[src/rtl/iter_shift_unit.sv]
// iter_shift_unit: multi-cycle shifter, at most STEP bit positions per cycle.
// Optional macro SHIFT_ROTATE_EN makes op 2'b10 a rotate-right instead of SLL.
module iter_shift_unit #(
  parameter int STEP = 8
) (
  input  logic        clock,
  input  logic        reset,
  input  logic        ShiftStartE,
  input  logic [1:0]  ShiftOpE,
  input  logic [4:0]  ShiftsE,
  input  logic [31:0] ShiftDataE,
  input  logic        FlushE,
  output logic        ShiftBusyE,
  output logic        ShiftDoneM,
  output logic [31:0] ShiftResultM
);
  localparam logic [1:0] IDLE = 2'd0, SHIFT = 2'd1, DONE = 2'd2;
  localparam logic [5:0] STEP_W = 6'(STEP);
  logic [1:0]  state, op;
  logic [31:0] data, shifted;
  logic [4:0]  remaining, remNext;
  logic [5:0]  k;
  logic        accept;
  always_comb begin
    k = ({1'b0, remaining} > STEP_W) ? STEP_W : {1'b0, remaining};
    remNext = remaining - k[4:0];
    accept = ShiftStartE && state != SHIFT;
    // SRA re-reads bit 31 of the current data each step, so partial steps compose
    shifted = op == 2'b01 ? data >> k
            : op == 2'b11 ? $unsigned($signed(data) >>> k)
`ifdef SHIFT_ROTATE_EN
            : op == 2'b10 ? (data >> k) | (data << (6'd32 - k))
`endif
            : data << k;
  end
  always_ff @(posedge clock or negedge reset) begin
    if (!reset) begin
      state <= IDLE;
      op <= 2'b0;
      data <= 32'h0;
      remaining <= 5'h0;
      ShiftResultM <= 32'h0;
    end else if (FlushE) begin
      state <= IDLE;
    end else if (accept) begin
      data <= ShiftDataE;
      op <= ShiftOpE;
      remaining <= ShiftsE;
      state <= SHIFT;
    end else if (state == SHIFT) begin
      data <= shifted;
      remaining <= remNext;
      if (remNext == 5'h0) begin
        ShiftResultM <= shifted;
        state <= DONE;
      end
    end else begin
      state <= IDLE;
    end
  end
  assign ShiftBusyE = state == SHIFT;
  assign ShiftDoneM = state == DONE;
endmodule

[config.mk]
export PLATFORM = sky130hd
export DESIGN_NAME = iter_shift_unit
export DESIGN_NICKNAME = d
export VERILOG_FILES = /design/src/rtl/iter_shift_unit.sv
export SDC_FILE = /design/constraint.sdc
export NUM_CORES = 1
export LEC_CHECK = 0
export ABC_AREA = 1
export BUFFER_PORTS_ARGS = -buffer_cell sky130_fd_sc_hd__buf_2
export CORE_AREA = 2 2 110 134
export DETAILED_ROUTE_END_ITERATION = 10
export DIE_AREA = 0 0 112 136
export PLACE_DENSITY = 0.7
export SYNTH_ARGS = -nofsm -noshare
export SYNTH_HDL_FRONTEND = slang
export SYNTH_SLANG_ARGS = --single-unit
[constraint.sdc]
create_clock -name clock -period 2.6 [get_ports clock]
set_clock_uncertainty 0.15 [all_clocks]
set_input_delay 0.13 -clock clock [delete_from_list [all_inputs] [get_ports clock]]
set_output_delay 0.13 -clock clock [all_outputs]
set_load 0.02 [all_outputs]
==> out/results.md <==
| Item | This run |
|:---|:---|
| Clock input transition at the sequential cells of the worst setup and hold paths | 0.06 ns |
| Pre-CTS setup slack | 0.0679 ns |
| Number of filler instances in the final layout | 1508 |
| CTS H-Tree Depth | 3 |
| Cell count along the critical path | 13 |
| Peak fanout along the critical path | 12 |
| Result of the run | finished clean |
| Floorplan die height | 136 µm |
| Slowest stage cell, crit path | sky130_fd_sc_hd__dfrtp_1 |
| Number of buffers added on ports | 76 |
| Total track usage | 32.2% |
| Critical Path AT | 2.58 ns |
| Peak supply drop | 633 µV |
| Sequential cell area fraction in the yosys report | 29.0% |
| Type of the most critical hold path | input pin to flip-flop |
| Synthesized cell area | 0.00629 mm² |
| Clock period minus worst slack | 2.44 ns |
| Clock insertion delay at the later pin of the skew report | 0.35 ns |
| Worst Path Class, Setup | flip-flop to flip-flop |
| Vias in the first global route | 7294 |
| Maximum number of buffers from clock root to sink | 2 |
| Setup TNS after final layout | 0 ns |
| Startpoint of the worst register-to-register path | remaining[3]$_DFFE_PN0P_ |
| Post-synthesis cell type count | 38 |
| Capturing element type of the critical path | flip-flop |
| Synth Area per Inst | 5.91 µm² |
| Power per cell area | 1480 mW/mm² |
| Clock buffers created by TritonCTS | 9 |
| Fraction of registers with async set/reset | 100% |
| Number of buffer and inverter instances along the worst setup path | 3 |
| PnR Total Power | 11.3 mW |
| Maximum single-stage delay on the critical path | 0.40 ns |
| Number of antenna violations at the first check in global routing | 0 |
| Total die area | 0.0152 mm² |
| Total Wirelength | 23800 µm |
| Post-synth EDFFs | 0 |
| Post-detailed-route wirelength per cell | 17.7 µm |
| Synthesis-to-layout area growth | 22.2% |
| Vias after detailed routing | 7383 |
| Nets | 1213 |
| Top cells by area in the synthesized netlist | sky130_fd_sc_hd__dfrtp_1 (29%), sky130_fd_sc_hd__nand2_1 (26%), sky130_fd_sc_hd__nand3_1 (11%), sky130_fd_sc_hd__nor2_1 (4.6%), sky130_fd_sc_hd__inv_1 (4.2%) |
| Top-level port count | 77 |
| Fin Hold WS | 0.0122 ns |
| Global-route wire length before repair | 37700 µm |
| Length of the first detailed-routing pass in iterations | 6 |
| Static leakage power | 4.10 nW |
| Synth Flop Type | sky130_fd_sc_hd__dfrtp_1 |
| Initial DRC Count | 675 |
| End of the worst register-to-register path | data[23]$_DFFE_PN0P_ |
| Number of storage elements in the synthesis netlist | 73 |
| CP cell instances | inv_4 -> nand3_4 -> inv_2 -> nand2_1 -> nand2_1 -> inv_1 -> o21ai_1 -> nand2_1 -> nand3_1 -> nand2_1 -> nand4_1 -> nand2_1 -> nand2_1 |
| Flop-to-flop setup slack | 0.16 ns |
| Count of non-filler cells in the finished layout | 1349 |
| Area fraction of the dominant cell type after synthesis | 29.0% |
| Slew at the pin with the worst max-slew slack | 0.947 ns |
| TritonCTS clock tree | built |
| Number of antenna cells inserted | 0 |
| Worst path most repeated cell | sky130_fd_sc_hd__nand2_1 |
| Number of cells in the design after placement | 1294 |
| Post-Synthesis Cells | 1065 |
| Initial standard-cell utilization of the core | 44.8% |
| Final antenna-violating net count | 0 |
| Final Setup Violations | 0 |
| Origin of the worst min-delay path | ShiftDataE[28] |
| Share of post-route cells with drive strength above 1 | 13.5% |
| Clock sink count | 73 |
| Number of maximum-capacitance violations | 0 |
| Startpoint type of the worst setup path | flip-flop |
| Die W | 112 µm |
| GRT Residual Overflow | 0 |
| Fraction of the cycle the final worst path needs | 93.9% |
| Core ar. | 0.0141 mm² |
| Post-detailed-route DRC marker count | 0 |
| HPWL after detailed placement | 17900 µm |
| Total of warnings raised by yosys | 0 |
| Number of placement rows | 48 |
| Global placement routability congestion | 0.989 |
| Required time reported for the critical path endpoint | 2.74 ns |
| Largest net degree at the start of global routing | 74 |
| Cell type contributing the most total cell area after synthesis | sky130_fd_sc_hd__dfrtp_1 |
| Max-slew violation count | 0 |
| Synth top cells by count | sky130_fd_sc_hd__nand2_1 (433), sky130_fd_sc_hd__nand3_1 (139), sky130_fd_sc_hd__nor2_1 (77) |
| End of the critical path | data[23]$_DFFE_PN0P_ |
| Achievable clock frequency | 0.410 GHz |
| Post-Syn Nets | 1109 |
| Leading cell type by number of instances after synthesis | sky130_fd_sc_hd__nand2_1 |
| Critical path startpoint | remaining[3]$_DFFE_PN0P_ |
| Routed via count divided by cell count | 5.47 |
| Worst path setup slack after routing | 0.158 ns |
| Slew HR | 36.9% |
| Final hold violation count | 0 |
| Kind of cell adding the most delay to the critical path | simple AND/OR/NAND/NOR gates |
| R2r worst-path depth | 13 |
| Root Buffer Master | sky130_fd_sc_hd__clkbuf_16 |
[worst min-delay path by stage]
stage,to,slack (ns),cells past startpoint
after floorplan,ShiftResultM[0]$_DFFE_PN0P_,-0.32,0
after global placement,data[30]$_DFFE_PN0P_,0.18,1
after detailed placement,remaining[0]$_DFFE_PN0P_,0.19,1
after CTS,data[28]$_DFFE_PN0P_,0.003,5
after global routing,data[28]$_DFFE_PN0P_,0.05,5
final,data[28]$_DFFE_PN0P_,0.01,5
[metal layers]
metal  vias up  GRT usage (%)  part of all wire (%)
met2       307           52.9                    47
met1      3323           36.7                    38
met3        99           5.08                   5.9
met4         0           27.6                   9.4
met5         -              0                     0
li1       3654              -                     -
[worst reg2reg max path: stages (launching register included)]
cell and delay (ns):
sky130_fd_sc_hd__dfrtp_1 0.40, sky130_fd_sc_hd__inv_4 0.14, sky130_fd_sc_hd__nand3_4 0.16, sky130_fd_sc_hd__inv_2 0.28, sky130_fd_sc_hd__nand2_1 0.20, sky130_fd_sc_hd__nand2_1 0.10
sky130_fd_sc_hd__inv_1 0.07, sky130_fd_sc_hd__o21ai_1 0.31, sky130_fd_sc_hd__nand2_1 0.09, sky130_fd_sc_hd__nand3_1 0.08, sky130_fd_sc_hd__nand2_1 0.06, sky130_fd_sc_hd__nand4_1 0.21
sky130_fd_sc_hd__nand2_1 0.08, sky130_fd_sc_hd__nand2_1 0.06
[metrics by stage]
step	instance area (µm²)	utilization, %
global placement	6940	49.4
global route	7690	54.7
CTS	7640	54.4
finish	7690	54.7
detailed placement	6940	49.4
floorplan	6290	-
[registers in the layout, summed over array words and instances, names as in the netlist]
name	flops
remaining	5
state	2
ShiftResultM	32
data	32
op	2
[final cells by class]
cell class	instances	area, µm²	area share (%)
clock inverters	7	101	1.32
repair buffers	155	1180	15.3
flip-flops and latches	73	1830	23.8
clock buffers	9	225	2.93
inverters	83	317	4.12
multi-input cells	847	3820	49.7
well taps	175	219	2.85
[what timing repair did]
| item | 4_1_cts | 5_1_grt |
|---|---|---|
| setup buffers | 0 | 2 |
| setup endpoints to repair | 0 | 37 |
| resized for setup | 0 | 7 |
| hold buffers | 37 | 0 |
| hold endpoints to repair | 109 | 0 |
[cells by family after synthesis]
logic type	Yosys count	synth area share (%)
simple gates	689	46.0
buf+inv	145	10.5
mux	1	0.179
xor+xnor	2	0.278
flops	73	29.0
compound gates	153	13.7
other cells	1	0.0596
fa+ha+maj	1	0.199
[report_power, final]
group	switching, mW	internal, mW	total, mW
combinational	5.40	2.53	7.93
clock	0.540	0.850	1.39
sequential	0.408	1.62	2.02
[cell usage in the layout, fill, tap and decap left out, drive strengths merged, types with 5 or more instances in the layout]
| cell type | count |
|---|---|
| nand2 | 434 |
| nand3 | 140 |
| buf | 118 |
| o21ai | 92 |
| inv | 85 |
| nor2 | 83 |
| dfrtp | 73 |
| dlygate4sd3 | 37 |
| o211ai | 22 |
| a21oi | 20 |
| nand4 | 17 |
| o21a | 9 |
| clkbuf | 9 |
| or2 | 6 |
| o22ai | 5 |
(Power assumes the default switching activity.)
